$ cat config.mk
export PLATFORM = sky130hd
export DESIGN_NAME = uart_cmd_rx
export DESIGN_NICKNAME = d
export VERILOG_FILES = /design/src/rtl/uart_pkg.sv /design/src/rtl/uart_baud_cnt.sv /design/src/rtl/uart_cmd_rx.sv
export SDC_FILE = /design/constraint.sdc
export NUM_CORES = 1
export LEC_CHECK = 0
export ABC_AREA = 1
export ABC_CLOCK_PERIOD_IN_PS = 3300
export BUFFER_PORTS_ARGS = -buffer_cell sky130_fd_sc_hd__buf_2
export CAP_MARGIN = 15
export CORE_UTILIZATION = 50
export DETAILED_ROUTE_END_ITERATION = 10
export GPL_ROUTABILITY_DRIVEN = 0
export PLACE_DENSITY = 0.8
export SYNTH_ARGS = -nofsm -noshare
export SYNTH_HDL_FRONTEND = slang
export SYNTH_HIERARCHICAL = 1
export SYNTH_SLANG_ARGS = --single-unit
$ cat constraint.sdc
create_clock -name clk -period 3.3 [get_ports clk]
set_clock_uncertainty 0.2 [all_clocks]
set_input_delay 0.66 -clock clk [delete_from_list [all_inputs] [get_ports clk]]
set_output_delay 0.66 -clock clk [all_outputs]
set_load 0.005 [all_outputs]
$ cat src/rtl/uart_pkg.sv
// Shared UART definitions: receiver state encoding, default bit timing and
// the single-byte command codes understood by the Segway power-up logic.
package uart_pkg;

    typedef enum logic [1:0] {
        IDLE  = 2'd0,
        START = 2'd1,
        DATA  = 2'd2,
        STOP  = 2'd3
    } rx_state_t;

    localparam int unsigned BAUD_DIV = 2604;
    localparam logic [7:0]  CMD_GO   = 8'h47;
    localparam logic [7:0]  CMD_STOP = 8'h53;

endpackage

$ cat src/rtl/uart_baud_cnt.sv
// Loadable bit-timing down-counter. tick marks the cycle whose clock edge
// takes the count to zero, so a load of N yields a sample N edges later.
module uart_baud_cnt #(
    parameter int W = 12
) (
    input  logic         clk,
    input  logic         rst,
    input  logic         load,
    input  logic [W-1:0] load_val,
    input  logic         en,
    output logic         tick
);

    logic [W-1:0] cnt_r;

    // Count register: load has priority, then decrement while enabled.
    always_ff @(posedge clk or posedge rst) begin
        if (rst) begin
            cnt_r <= '0;
        end else if (load) begin
            cnt_r <= load_val;
        end else if (en && (cnt_r != '0)) begin
            cnt_r <= cnt_r - W'(1);
        end else begin
            cnt_r <= cnt_r;
        end
    end

    assign tick = en & (cnt_r == W'(1));

endmodule

$ cat src/rtl/uart_cmd_rx.sv
// 8N1 UART receiver for the BLE command stream: byte handshake, framing and
// overrun flags, and go/stop strobes for the power-up command bytes.
module uart_cmd_rx
    import uart_pkg::*;
#(
    parameter int unsigned BAUD_DIV = uart_pkg::BAUD_DIV,
    parameter logic [7:0]  CMD_GO   = uart_pkg::CMD_GO,
    parameter logic [7:0]  CMD_STOP = uart_pkg::CMD_STOP
) (
    input  logic       clk,
    input  logic       rst,
    input  logic       RX,
    input  logic       clr_rdy,
    output logic [7:0] rx_data,
    output logic       rdy,
    output logic       frm_err,
    output logic       ovr_err,
    output logic       go,
    output logic       stop
);

    localparam int CNT_W = $clog2(BAUD_DIV + 1);
    localparam logic [CNT_W-1:0] FULL_BIT = CNT_W'(BAUD_DIV);
    localparam logic [CNT_W-1:0] HALF_BIT = CNT_W'(BAUD_DIV / 2);

    logic             rx_meta_r, rx_s, rx_q;
    logic [1:0]       flush_r;
    logic             armed_r;
    logic             fall_s;
    rx_state_t        state_r, state_nxt_s;
    logic [7:0]       shift_r;
    logic [2:0]       bit_cnt_r;
    logic             baud_load_s, baud_en_s, baud_tick_s;
    logic [CNT_W-1:0] baud_val_s;
    logic             shift_en_s, bit_clr_s, good_byte_s, bad_byte_s;
    logic [7:0]       rx_data_r;
    logic             rdy_r, frm_err_r, ovr_err_r, go_r, stop_r;

    // Synchronizer resets high; armed_r waits for a real high sample so a
    // line held low through reset is not taken as a start edge.
    always_ff @(posedge clk or posedge rst) begin
        if (rst) begin
            rx_meta_r <= 1'b1;
            rx_s      <= 1'b1;
            rx_q      <= 1'b1;
            flush_r   <= 2'b00;
            armed_r   <= 1'b0;
        end else begin
            rx_meta_r <= RX;
            rx_s      <= rx_meta_r;
            rx_q      <= rx_s;
            flush_r   <= {flush_r[0], 1'b1};
            armed_r   <= armed_r | (flush_r[1] & rx_s);
        end
    end

    assign fall_s    = armed_r & rx_q & ~rx_s;
    assign baud_en_s = (state_r != IDLE);

    uart_baud_cnt #(
        .W (CNT_W)
    ) u_baud (
        .clk      (clk),
        .rst      (rst),
        .load     (baud_load_s),
        .load_val (baud_val_s),
        .en       (baud_en_s),
        .tick     (baud_tick_s)
    );

    // FSM state register.
    always_ff @(posedge clk or posedge rst) begin
        if (rst) begin
            state_r <= IDLE;
        end else begin
            state_r <= state_nxt_s;
        end
    end

    // Next-state and datapath controls.
    always_comb begin
        state_nxt_s = state_r;
        baud_load_s = 1'b0;
        baud_val_s  = FULL_BIT;
        shift_en_s  = 1'b0;
        bit_clr_s   = 1'b0;
        good_byte_s = 1'b0;
        bad_byte_s  = 1'b0;
        case (state_r)
            IDLE: begin
                if (fall_s) begin
                    baud_load_s = 1'b1;
                    baud_val_s  = HALF_BIT;
                    state_nxt_s = START;
                end else begin
                    state_nxt_s = IDLE;
                end
            end
            START: begin
                if (baud_tick_s && !rx_s) begin
                    baud_load_s = 1'b1;
                    bit_clr_s   = 1'b1;
                    state_nxt_s = DATA;
                end else if (baud_tick_s) begin
                    state_nxt_s = IDLE;
                end else begin
                    state_nxt_s = START;
                end
            end
            DATA: begin
                if (baud_tick_s) begin
                    shift_en_s  = 1'b1;
                    baud_load_s = 1'b1;
                    if (bit_cnt_r == 3'd7) begin
                        state_nxt_s = STOP;
                    end else begin
                        state_nxt_s = DATA;
                    end
                end else begin
                    state_nxt_s = DATA;
                end
            end
            STOP: begin
                if (baud_tick_s) begin
                    good_byte_s = rx_s;
                    bad_byte_s  = ~rx_s;
                    state_nxt_s = IDLE;
                end else begin
                    state_nxt_s = STOP;
                end
            end
            default: begin
                state_nxt_s = IDLE;
            end
        endcase
    end

    // Shift register and data-bit counter.
    always_ff @(posedge clk or posedge rst) begin
        if (rst) begin
            shift_r   <= 8'h00;
            bit_cnt_r <= 3'd0;
        end else begin
            if (shift_en_s) begin
                shift_r <= {rx_s, shift_r[7:1]};
            end
            if (bit_clr_s) begin
                bit_cnt_r <= 3'd0;
            end else if (shift_en_s) begin
                bit_cnt_r <= bit_cnt_r + 3'd1;
            end
        end
    end

    // Delivered byte, handshake and error/command flags; a completing byte
    // beats a coincident clr_rdy.
    always_ff @(posedge clk or posedge rst) begin
        if (rst) begin
            rx_data_r <= 8'h00;
            rdy_r     <= 1'b0;
            ovr_err_r <= 1'b0;
            frm_err_r <= 1'b0;
            go_r      <= 1'b0;
            stop_r    <= 1'b0;
        end else begin
            frm_err_r <= bad_byte_s;
            go_r      <= good_byte_s & (shift_r == CMD_GO);
            stop_r    <= good_byte_s & (shift_r == CMD_STOP);
            if (good_byte_s) begin
                rx_data_r <= shift_r;
                rdy_r     <= 1'b1;
                ovr_err_r <= (ovr_err_r | rdy_r) & ~clr_rdy;
            end else if (clr_rdy) begin
                rdy_r     <= 1'b0;
                ovr_err_r <= 1'b0;
            end
        end
    end

    assign rx_data = rx_data_r;
    assign rdy     = rdy_r;
    assign frm_err = frm_err_r;
    assign ovr_err = ovr_err_r;
    assign go      = go_r;
    assign stop    = stop_r;

endmodule

Word-level counts from Yosys, hierarchy flattened
Cells that the tools add are included.
{"block": "op_classes", "n_reduce_logical": 9, "n_eq_ne": 7, "n_bitwise": 11, "muxes": 26, "addsub": 2}
{"op": "12-bit 2-to-1 mux", "n": 4}
{"op": "8-bit by 7-bit == test with 1-bit output, second input constant", "n": 2}
{"op": "1-bit 2-to-1 mux", "n": 15}
{"op": "12-bit by 1-bit == test with 1-bit output, second input constant", "n": 1}
{"op": "12-bit nonzero test", "n": 1}
{"op": "12-bit by 1-bit subtractor with 12-bit output, second input constant", "n": 1}
{"op": "2-bit case mux with 4 select lines", "n": 1}
{"op": "2-bit nonzero test", "n": 4}
{"op": "1-bit AND", "n": 7}
{"op": "2-bit 2-to-1 mux", "n": 3}
{"op": "3-bit 2-to-1 mux", "n": 2}
{"op": "2-bit == test, second input constant", "n": 2}
{"op": "3-bit by 1-bit adder with 3-bit output, second input constant", "n": 1}
{"op": "3-bit == test, second input constant", "n": 1}
{"op": "1-bit case mux with 3 select lines", "n": 1}
{"op": "2-bit by 1-bit == test with 1-bit output, second input constant", "n": 1}
{"op": "1-bit logical AND", "n": 2}
{"op": "2-bit zero test", "n": 1}
{"op": "1-bit NOT", "n": 2}
{"op": "1-bit OR", "n": 2}
{"op": "1-bit zero test", "n": 1}
{"block": "word_totals", "word_cells": 70, "regBits": 44, "inputBits": 4}

Depth between registers and ports, before layout
Gate-level depths: netlist of the first run.
{"block": "depth", "word_depth": 6, "mapped_depth": 14}

Cells and area by module
The synthesis of the first run kept the hierarchy.
{"module": "uart_cmd_rx", "n_inst": 1, "seq_area_each_um2": 804.5, "cells_each": 129, "area_each_um2": 1272.5}
{"module": "uart_baud_cnt", "n_inst": 1, "seq_area_each_um2": 300.3, "cells_each": 133, "area_each_um2": 932.1}

Worst setup path before layout of the first run
OpenSTA, ideal clock, no wires.
{"block": "synth_timing", "path_kind": "flip-flop to flip-flop", "from": "reg u_baud.cnt_r[8]", "to": "reg u_baud.cnt_r[5]", "stages_incl_launch_ff": 12, "slack_ns": 0.631, "path_buffers": 2, "t_required_ns": 2.983, "arrival_time_ns": 2.352, "path_cell_list": "dfrtp_1 -> or2_1 -> nor4_1 -> nand3_2 -> buf_2 -> nand3_1 -> inv_1 -> buf_4 -> nand3_1 -> nand2_1 -> nand2_1 -> nand2_1"}
{"block": "synth_between", "elab_chain_len": 6}
{"item": "start: declaration", "line_no": "uart_baud_cnt.sv:14", "source": "logic [W-1:0] cnt_r;"}
{"item": "start signal: assignment", "line_no": "uart_baud_cnt.sv:21", "source": "cnt_r <= load_val;"}
{"item": "start signal: assignment", "line_no": "uart_baud_cnt.sv:23", "source": "cnt_r <= cnt_r - W'(1);"}
{"item": "start signal: assignment", "line_no": "uart_baud_cnt.sv:25", "source": "cnt_r <= cnt_r;"}
{"item": "12-bit by 1-bit == test with 1-bit output (*)", "line_no": "uart_baud_cnt.sv:29", "source": "assign tick = en & (cnt_r == W'(1));"}
{"item": "1-bit AND (*)", "line_no": "uart_baud_cnt.sv:29"}
{"item": "net baud_tick_s", "line_no": "uart_cmd_rx.sv:33", "source": "logic baud_load_s, baud_en_s, baud_tick_s;"}
{"item": "1-bit logical AND", "line_no": "uart_cmd_rx.sv:100", "source": "if (baud_tick_s && !rx_s) begin"}
{"item": "1-bit 2-to-1 mux", "line_no": "uart_cmd_rx.sv:100"}
{"item": "1-bit case mux with 3 select lines (*)", "line_no": "uart_cmd_rx.sv:89", "source": "case (state_r)"}
{"item": "net baud_load_s", "line_no": "uart_cmd_rx.sv:33"}
{"item": "12-bit 2-to-1 mux / 2-bit nonzero test (equally long branches)"}
Mark *: on every way through the listed nets, which the timed path passes. The rest lies on a longest branch.
A chain may end at the register's enable or synchronous reset.

Worst setup path in the final report of the first run
{"block": "layout_timing", "from": "reg u_baud.cnt_r[8]", "to": "reg u_baud.cnt_r[6]"}
The elaborated chain is that of the path after synthesis.

==> impl_metrics.env, run 1 <==
export IMPL_outcome="finished, final reports clean"
export IMPL_syn_instance_count=262
export IMPL_cts_root_buffer="sky130_fd_sc_hd__clkbuf_8"
export IMPL_top_cells_by_instance_count_after_synthesis="sky130_fd_sc_hd__nand2_1 (86), sky130_fd_sc_hd__dfrtp_1 (41), sky130_fd_sc_hd__nand3_1 (30)"
export IMPL_grtUsageMet3_pct=5.67
export IMPL_synth_avg_cell_area_um2=8.41
export IMPL_timing_critical_path_to="u_baud/cnt_r[6]"
export IMPL_synth_top_cells_by_area="sky130_fd_sc_hd__dfrtp_1 (47%), sky130_fd_sc_hd__nand2_1 (15%), sky130_fd_sc_hd__nand3_1 (6.8%)"
export IMPL_worst_endpoint_arrival_ns=2.88
export IMPL_wl_um=4090
export IMPL_worstMarginPinSlew_ns=0.628
export IMPL_wire_per_inst_um=12.1
export IMPL_use_met1_pct=28.0
export IMPL_initial_utilization_pct=53.6
export IMPL_cts_repair_resized_insts=0
export IMPL_grt_overflow_total=0
export IMPL_htree_levels=2
export IMPL_cellLeakagePower_uw=0.00128
export IMPL_regToRegEndpoint="u_baud/cnt_r[6]"
export IMPL_path_class="register to register"
export IMPL_post_cts_setup_buffer_count=0
export IMPL_number_of_global_route_vias_before_repair=1601
export IMPL_slowest_stage_cell_cp="sky130_fd_sc_hd__nor4_1"
export IMPL_global_route_peak_usage_layer="met2"
export IMPL_area_delta_synth_final_pct=11.6
export IMPL_first_pass_grt_wire_length_um=7120
export IMPL_synth_edf_count=0
export IMPL_finalSetupViolations=0
export IMPL_core_um2=4120
export IMPL_n_antenna_cell=0
export IMPL_worst_hold_path_type="input pin to async pin"
export IMPL_final_period_minus_worst_setup_slack_ns=2.88
export IMPL_hpwlAfterDp_um=2920
export IMPL_capturing_element_type_of_the_critical_path="register"
export IMPL_routed_via_count=1681
export IMPL_number_of_nets_in_the_layout=295
export IMPL_final_max_slew_viol_count=0
export IMPL_drcViolationCount=0
export IMPL_die_w_um=68.4
export IMPL_timing_max_slew_rel_slack_pct=57.8
export IMPL_count_of_clock_tree_sinks=44
export IMPL_timing_critical_path_fanout_max=19
export IMPL_grt_antenna_before_repair=0
export IMPL_power_density_nw_per_um2=687
export IMPL_yosys_cell_types_count=31
export IMPL_place_port_buffers=16
export IMPL_synthMostInstantiatedCell="sky130_fd_sc_hd__nand2_1"
export IMPL_ys_seq_area_share_pct=50.1
export IMPL_route_detailed_vias_per_inst=4.99
export IMPL_groute_layer_met2_usage_pct=32.6
export IMPL_dominant_register_cell_in_the_synthesized_netlist="sky130_fd_sc_hd__dfrtp_1"
export IMPL_crit_chain="or2_1 -> nor4_1 -> nand3_2 -> nand3_1 -> inv_1 -> or2_0 -> nand3_1 -> nand2_1"
export IMPL_synth_seq_cells=44
export IMPL_syn_area_um2=2200
export IMPL_cpMostUsedCell="sky130_fd_sc_hd__nand3_1"
export IMPL_timing_final_crit_share_pct=87.2
export IMPL_rsz_0062_raised_after_global_routing="false"
export IMPL_max_cap_viol_count=0
export IMPL_cts_hold_repair_buffers=0
export IMPL_drt_iter0_drc=184
export IMPL_post_synth_top_area_cell="sky130_fd_sc_hd__dfrtp_1"
export IMPL_post_route_cell_area_um2=2460
export IMPL_clk_path_buf_depth=2
export IMPL_synth_top_area_share_pct=46.5
export IMPL_std_cell_rows=23
export IMPL_die_area_um2=4680
export IMPL_fmaxAchievable_ghz=0.348
export IMPL_critical_path_startpoint="u_baud/cnt_r[8]"
export IMPL_cpPeakStageDelay_ns=0.58
export IMPL_worst_r2r_startpoint="u_baud/cnt_r[8]"
export IMPL_cts_buffers=5
export IMPL_detailed_place_area_um2=2350
export IMPL_final_setup_tns_ns=0
export IMPL_worstPathRequired_ns=3.30
export IMPL_layoutNonFillerInstCount=337
export IMPL_die_h_um=68.4
export IMPL_post_route_cells_drive_above_1_share_pct=18.1
export IMPL_detail_route_antenna_nets=0
export IMPL_worst_ir_drop_vdd_mv=0.398
export IMPL_grt_start_max_net_pins=29
export IMPL_ios=17
export IMPL_postSynth_asyncResetShare_pct=100
export IMPL_synthesis_yosys_warnings=6
export IMPL_final_hold_violation_count=0
export IMPL_numPlacedInstances=329
export IMPL_critPathLaunchType="register"
export IMPL_drt_pre_antenna_iters=4
export IMPL_global_route_usage_total_pct=20.9
export IMPL_reg2reg_path_depth=8
export IMPL_rrSetupSlack_ns=0.42
export IMPL_cts_tree="built"
export IMPL_clk_lat_worst_skew_ns=0.30
export IMPL_cts_clk_slew_worst_paths_ns=0.09
[stage by stage]
| stage | total power [uW] | util, % | hold slack, ns | worst slack, ns |
|---|---|---|---|---|
| 2_1_floorplan | 1170 | - | 0.131 | 0.631 |
| 3_3_place_gp | 1260 | 57.0 | 0.134 | 0.553 |
| 3_5_place_dp | 1270 | 57.0 | 0.140 | 0.468 |
| 4_1_cts | 1700 | 59.8 | 0.0498 | 0.433 |
| 5_1_grt | 1820 | 59.8 | 0.0511 | 0.0662 |
| 6_report | 1690 | 59.8 | 0.0486 | 0.423 |
[registers in the layout, indices dropped and copies added, names as in the netlist]
register / flops
u_baud/cnt_r: 12
rx_meta_r: 1
shift_r: 8
rx_s: 1
flush_r: 2
frm_err: 1
state_r: 2
rx_q: 1
stop: 1
bit_cnt_r: 3
ovr_err: 1
armed_r: 1
go: 1
rdy: 1
rx_data: 8
[worst min path at each step]
stage                from          to  slack (ns)  cells after the start
2_1_floorplan  flush_r[0]  flush_r[1]        0.13                      0
6_report              rst  shift_r[2]        0.05                      2
3_5_place_dp   flush_r[0]  flush_r[1]        0.14                      0
4_1_cts               rst  shift_r[2]        0.05                      2
5_1_grt               rst  shift_r[2]        0.05                      2
3_3_place_gp   flush_r[0]  flush_r[1]        0.13                      0
[final cells by class]
class                   instances  area [um^2]
well taps                      50         62.6
clock buffers                   5         68.8
fillers                       355         1650
inverters                      28          105
clock inverters                 3         46.3
flip-flops and latches         44         1100
repair buffers                 18         95.1
multi-input cells             189          978
[metal layers]
layer	up-vias	part of all wire (%)
met3	5	3.4
met1	784	49
met4	0	1.2
met2	22	46
met5	-	0
li1	870	-
[power breakdown]
part	leakage, uW	switching, uW	internal (uW)
Combinational	0.000649	358	207
Sequential	0.000571	85.3	623
Clock	0.0000548	190	228
[worst max-delay path, delay by kind of cell, from the launching register on]
| kind | cells | cell delay, ns |
|---|---|---|
| buf+inv | 1 | 0.25 |
| flops | 1 | 0.44 |
| simple gates | 7 | 1.90 |
[placed cells by master, fill, tap and decap left out, drive strengths merged]
master	netlist	final
a21o	1	1
buf	3	18
bufinv	0	1
clkbuf	1	5
clkinvlp	0	1
conb	2	5
dfrtp	41	41
dfstp	3	3
ha	5	5
inv	28	29
nand2	89	89
nand3	31	31
nand4	2	2
nor2	21	21
nor2b	1	1
nor3	1	1
nor4	1	1
o21ai	24	24
o21bai	1	1
or2	4	4
xnor2	1	1
xor2	2	2
[cells by family (layout without fill, tap and decap cells)]
kind of cell / count (synthesis) / after routing / share of synthesized area, %
and+or+nand+nor: 150 / 150 / 31.7
DFF: 44 / 44 / 50.1
buffers and inverters: 32 / 54 / 6.02
AOI/OAI and AO/OA: 26 / 26 / 7.83
adders and majority gates: 5 / 5 / 2.84
xor gates and xnor gates: 3 / 3 / 1.19
other: 2 / 5 / 0.341
Power figures use the tool's default switching activity.
==> run 2: changes to the inputs <==
CELL_PAD_IN_SITES_DETAIL_PLACEMENT = 1   (was unset)
CELL_PAD_IN_SITES_GLOBAL_PLACEMENT = 2   (was unset)
CORE_UTILIZATION = 36   (was 50)
PLACE_DENSITY = 0.9   (was 0.8)
==> impl_metrics.env, run 2 (synthesis gave the netlist of run 1 again) <==
export IMPL_outcome="finished, final reports clean"
export IMPL_initial_utilization_pct=37.2
export IMPL_die_h_um=80.3
export IMPL_post_route_cells_drive_above_1_share_pct=18.1
export IMPL_first_pass_grt_wire_length_um=8150
export IMPL_path_class="register to register"
export IMPL_finalSetupViolations=0
export IMPL_grtUsageMet3_pct=3.86
export IMPL_largest_register="u_baud/cnt_r"
export IMPL_htree_levels=2
export IMPL_clk_lat_worst_skew_ns=0.30
export IMPL_dpl_worst_slack_ns=0.330
export IMPL_area_delta_synth_final_pct=13.3
export IMPL_cts_clk_slew_worst_paths_ns=0.09
export IMPL_use_met1_pct=20.7
export IMPL_timing_critical_path_fanout_max=13
export IMPL_worstPathBufferInverterCount=2
export IMPL_hpwlAfterDp_um=3620
export IMPL_wl_um=4870
export IMPL_worstPathRequired_ns=3.30
export IMPL_route_detailed_vias_per_inst=4.69
export IMPL_cts_hold_repair_buffers=0
export IMPL_post_cts_setup_buffer_count=0
export IMPL_final_setup_tns_ns=0
export IMPL_critPathLaunchType="register"
export IMPL_cts_buffers=5
export IMPL_grt_antenna_before_repair=0
export IMPL_max_cap_viol_count=0
export IMPL_detail_route_antenna_nets=0
export IMPL_die_w_um=80.3
export IMPL_wire_per_inst_um=13.5
export IMPL_worst_hold_path_type="register to register"
export IMPL_final_hold_violation_count=0
export IMPL_grt_start_max_net_pins=23
export IMPL_global_route_usage_total_pct=16.9
export IMPL_final_max_slew_viol_count=0
export IMPL_layout_common_cells="sky130_fd_sc_hd__nand2_1 (86), sky130_fd_sc_hd__dfrtp_1 (41), sky130_fd_sc_hd__nand3_1 (30)"
export IMPL_rsz_0062_raised_after_global_routing="false"
export IMPL_worst_endpoint_arrival_ns=2.96
export IMPL_drcViolationCount=0
export IMPL_count_of_clock_tree_sinks=44
export IMPL_fin_ws_ns=0.341
export IMPL_slowest_stage_cell_cp="sky130_fd_sc_hd__nor4_1"
export IMPL_global_route_peak_usage_layer="met2"
export IMPL_timing_max_slew_rel_slack_pct=56.7
export IMPL_finish_utilization_pct=42.2
export IMPL_groute_layer_met2_usage_pct=28.8
export IMPL_flip_flop_count_of_the_largest_register_after_layout=12
export IMPL_clk_path_buf_depth=2
export IMPL_mostFrequentLayoutCell="sky130_fd_sc_hd__nand2_1"
export IMPL_cts_repair_resized_insts=0
export IMPL_drt_iter0_drc=47
export IMPL_worstMarginPinSlew_ns=0.643
export IMPL_grt_overflow_total=0
export IMPL_cts_tree="built"
export IMPL_n_antenna_cell=0
export IMPL_drt_pre_antenna_iters=4
export IMPL_timing_final_crit_share_pct=89.7
export IMPL_cpPeakStageDelay_ns=0.59
export IMPL_power_density_nw_per_um2=696
export IMPL_core_um2=5920
export IMPL_place_port_buffers=16
export IMPL_power_uw=1740
export IMPL_number_of_nets_in_the_layout=295
export IMPL_number_of_global_route_vias_before_repair=1698
export IMPL_crit_chain="or2_1 -> nor4_1 -> nand2_1 -> inv_1 -> nand2_1 -> nand3_1 -> inv_1 -> or2_0 -> nand3_1 -> nand2_1"
export IMPL_fmaxAchievable_ghz=0.338
export IMPL_cellLeakagePower_uw=0.00128
export IMPL_cts_root_buffer="sky130_fd_sc_hd__clkbuf_8"
export IMPL_capturing_element_type_of_the_critical_path="register"
export IMPL_cpMostUsedCell="sky130_fd_sc_hd__nand2_1"
export IMPL_crit_family="simple AND/OR/NAND/NOR gates"
export IMPL_ios=17
export IMPL_std_cell_rows=28
export IMPL_routed_via_count=1698
export IMPL_die_area_um2=6440
export IMPL_final_period_minus_worst_setup_slack_ns=2.96
export IMPL_worst_ir_drop_vdd_mv=0.277
run 2: cell types whose count changed in the layout (fill, tap and decap cells not counted):
cell,previous run,this run
sky130_fd_sc_hd__clkbuf_8,5,6
sky130_fd_sc_hd__clkinv_4,0,1
sky130_fd_sc_hd__clkinvlp_4,1,0
sky130_fd_sc_hd__inv_6,1,0
run 2: routing by layer:
layer / wire length [um] / share of wire (%) / up-vias
li1: - / - / 868
met1: 2270 / 47 / 810
met2: 2440 / 50 / 14
met3: 95 / 2.0 / 6
met4: 66 / 1.4 / 0
met5: 0 / 0 / -
run 2: layout make-up:
type | instances | area, um^2
Clock buffer | 6 | 82.6
Clock inverter | 2 | 38.8
Multi-Input combinational cell | 189 | 978
Inverter | 28 | 105
Sequential cell | 44 | 1100
Tap cell | 75 | 93.8
Fill cell | 723 | 3420
Timing Repair Buffer | 18 | 95.1
run 2: per-stage QoR:
step                hold WS, ns  instance area [um^2]  std cells
floorplan                 0.131                  2220        265
global placement          0.131                  2380        354
detailed placement        0.136                  2380        354
CTS                       0.155                  2500        362
global route              0.162                  2500        362
finish                    0.151                  2500        362
run 2: path summary, 6_finish.rpt:
kind	start	end	slack, ns	cells after the start
max	u_baud/cnt_r[8]	u_baud/cnt_r[6]	0.34	10
min	flush_r[0]	flush_r[1]	0.15	0
max reg2reg	u_baud/cnt_r[8]	u_baud/cnt_r[6]	0.34	10
min reg2reg	flush_r[0]	flush_r[1]	0.15	0
max in group asynchronous	rst	rx_meta_r	2.02	3
min in group asynchronous	rst	rdy	0.16	2
run 2: power by group:
group,total [uW],internal [uW],switching (uW)
combinational,586,206,379
sequential,710,623,86.3
clock,443,248,195
total,1740,1080,661
==> run 3: changes to the inputs <==
ABC_CLOCK_PERIOD_IN_PS = 3550   (was 3300)
CORE_UTILIZATION = 39   (was 36)
PLACE_DENSITY = 0.83   (was 0.9)
clock period = 3.55 ns   (was 3.3 ns; I/O delays follow)
==> impl_metrics.env, run 3 (synthesis gave the netlist of run 1 again) <==
export IMPL_reg2reg_path_depth=10
export IMPL_drcViolationCount=0
export IMPL_std_cell_rows=27
export IMPL_flip_flop_count_of_the_largest_register_after_layout=12
export IMPL_timing_critical_path_fanout_max=13
export IMPL_wl_um=4880
export IMPL_finish_utilization_pct=45.8
export IMPL_crit_family="simple AND/OR/NAND/NOR gates"
export IMPL_count_of_clock_tree_sinks=44
export IMPL_power_clock_fraction_pct=27.3
export IMPL_cpPeakStageDelay_ns=0.66
export IMPL_worst_endpoint_arrival_ns=3.00
export IMPL_number_of_nets_in_the_layout=295
export IMPL_drt_pre_antenna_iters=4
export IMPL_path_class="register to register"
export IMPL_cts_tree="built"
export IMPL_largest_register="u_baud/cnt_r"
export IMPL_capturing_element_type_of_the_critical_path="register"
export IMPL_cts_root_buffer="sky130_fd_sc_hd__clkbuf_8"
export IMPL_clk_lat_worst_skew_ns=0.29
export IMPL_post_cts_setup_buffer_count=0
export IMPL_finalSetupViolations=0
export IMPL_outcome="finished, final reports clean"
export IMPL_worst_path_stages=10
export IMPL_final_max_slew_viol_count=0
export IMPL_dpl_worst_slack_ns=0.574
export IMPL_worst_r2r_startpoint="u_baud/cnt_r[8]"
export IMPL_final_period_minus_worst_setup_slack_ns=3.01
export IMPL_post_route_cells_drive_above_1_share_pct=17.8
export IMPL_regToRegEndpoint="u_baud/cnt_r[6]"
export IMPL_die_area_um2=5960
export IMPL_route_detailed_vias_per_inst=4.81
export IMPL_worst_ir_drop_vdd_mv=0.243
export IMPL_number_of_global_route_vias_before_repair=1842
export IMPL_cellLeakagePower_uw=0.00129
export IMPL_worst_hold_path_type="register to register"
export IMPL_worstPathBufferInverterCount=2
export IMPL_cts_buffers=5
export IMPL_cts_clk_slew_worst_paths_ns=0.08
export IMPL_switching_share_pct=36.2
export IMPL_switchingPower_uw=597
export IMPL_initial_utilization_pct=40.3
export IMPL_hpwlAfterDp_um=3590
export IMPL_worstPathRequired_ns=3.54
export IMPL_n_antenna_cell=0
export IMPL_timing_critical_path_to="u_baud/cnt_r[6]"
export IMPL_first_pass_grt_wire_length_um=8710
export IMPL_finalHoldWorstSlack_ns=0.160
export IMPL_grt_antenna_before_repair=0
export IMPL_grt_start_max_net_pins=33
export IMPL_grt_overflow_total=0
export IMPL_drt_iter0_drc=49
export IMPL_global_route_usage_total_pct=18.8
export IMPL_slowest_stage_cell_cp="sky130_fd_sc_hd__nor4_1"
export IMPL_worstMarginPinSlew_ns=0.736
export IMPL_wire_per_inst_um=13.6
export IMPL_intPower_uw=1050
export IMPL_power_density_nw_per_um2=658
export IMPL_htree_levels=2
export IMPL_clk_path_buf_depth=2
export IMPL_layout_common_cells="sky130_fd_sc_hd__nand2_1 (86), sky130_fd_sc_hd__dfrtp_1 (41), sky130_fd_sc_hd__nand3_1 (30)"
export IMPL_cts_hold_repair_buffers=0
export IMPL_cts_repair_resized_insts=0
export IMPL_ios=17
export IMPL_critPathLaunchType="register"
export IMPL_final_setup_tns_ns=0
export IMPL_cpMostUsedCell="sky130_fd_sc_hd__nand2_1"
export IMPL_fin_ws_ns=0.536
export IMPL_timing_final_crit_share_pct=84.9
export IMPL_detail_route_antenna_nets=0
export IMPL_mostFrequentLayoutCell="sky130_fd_sc_hd__nand2_1"
export IMPL_final_hold_violation_count=0
export IMPL_combPwrFrac_pct=32.7
export IMPL_rsz_0062_raised_after_global_routing="false"
export IMPL_rrSetupSlack_ns=0.54
export IMPL_max_cap_viol_count=0
export IMPL_place_port_buffers=16
export IMPL_routed_via_count=1725
export IMPL_die_w_um=77.2
export IMPL_timing_max_slew_rel_slack_pct=50.5
export IMPL_area_delta_synth_final_pct=13.7
export IMPL_crit_chain="or2_1 -> nor4_1 -> nand2_1 -> inv_1 -> nand2_1 -> nand3_1 -> inv_1 -> or2_0 -> nand3_1 -> nand2_1"
export IMPL_hold_path_cell_count=0
export IMPL_core_um2=5470
export IMPL_die_h_um=77.2
export IMPL_critical_path_startpoint="u_baud/cnt_r[8]"
export IMPL_fmaxAchievable_ghz=0.332
export IMPL_seq_power_share_pct=40.0
==> run 3: cell types whose count changed in the layout (fill, tap and decap cells not counted), sizes merged <==
cell,before,now
clkinv,1,0
bufinv,1,2
==> run 3: area by class of cell <==
type	instances	area (um^2)
clock buffers	6	72.6
clock inverters	2	60.1
fillers	689	2970
inverters	28	105
multi-input cells	189	978
flip-flops and latches	44	1100
well taps	72	90.1
repair buffers	18	95.1
==> run 3: worst min path at each step <==
| stage | start | end | slack [ns] |
|---|---|---|---|
| 6_report | flush_r[0] | flush_r[1] | 0.16 |
| 5_1_grt | flush_r[0] | flush_r[1] | 0.17 |
| 4_1_cts | rx_meta_r | rx_s | 0.16 |
| 3_5_place_dp | flush_r[0] | flush_r[1] | 0.15 |
| 3_3_place_gp | flush_r[0] | flush_r[1] | 0.13 |
| 2_1_floorplan | flush_r[0] | flush_r[1] | 0.13 |
==> run 3: power by group through the flow <==
| stage | combinational (uW) | clock (uW) | sequential, uW |
|---|---|---|---|
| after CTS | 552 | 463 | 660 |
| final | 540 | 450 | 660 |
| after detailed placement | 547 | 0 | 669 |
| after floorplan | 435 | 0 | 650 |
| after global placement | 533 | 0 | 667 |
| after global routing | 623 | 481 | 669 |
==> run 3: metal layers <==
layer,share of wire (%),wire length [um],GRT usage [%],up-vias
met5,0,0,0,-
met4,0.92,45,5.66,0
met3,1.6,80,3.57,5
met2,52,2530,32.4,11
met1,46,2230,23.6,844
li1,-,-,-,865
==> run 3: per-stage QoR <==
stage | area [um^2] | total power (uW) | std cells
global route | 2510 | 1770 | 359
CTS | 2510 | 1680 | 359
finish | 2510 | 1650 | 359
floorplan | 2220 | 1080 | 265
detailed placement | 2370 | 1220 | 351
global placement | 2370 | 1200 | 351
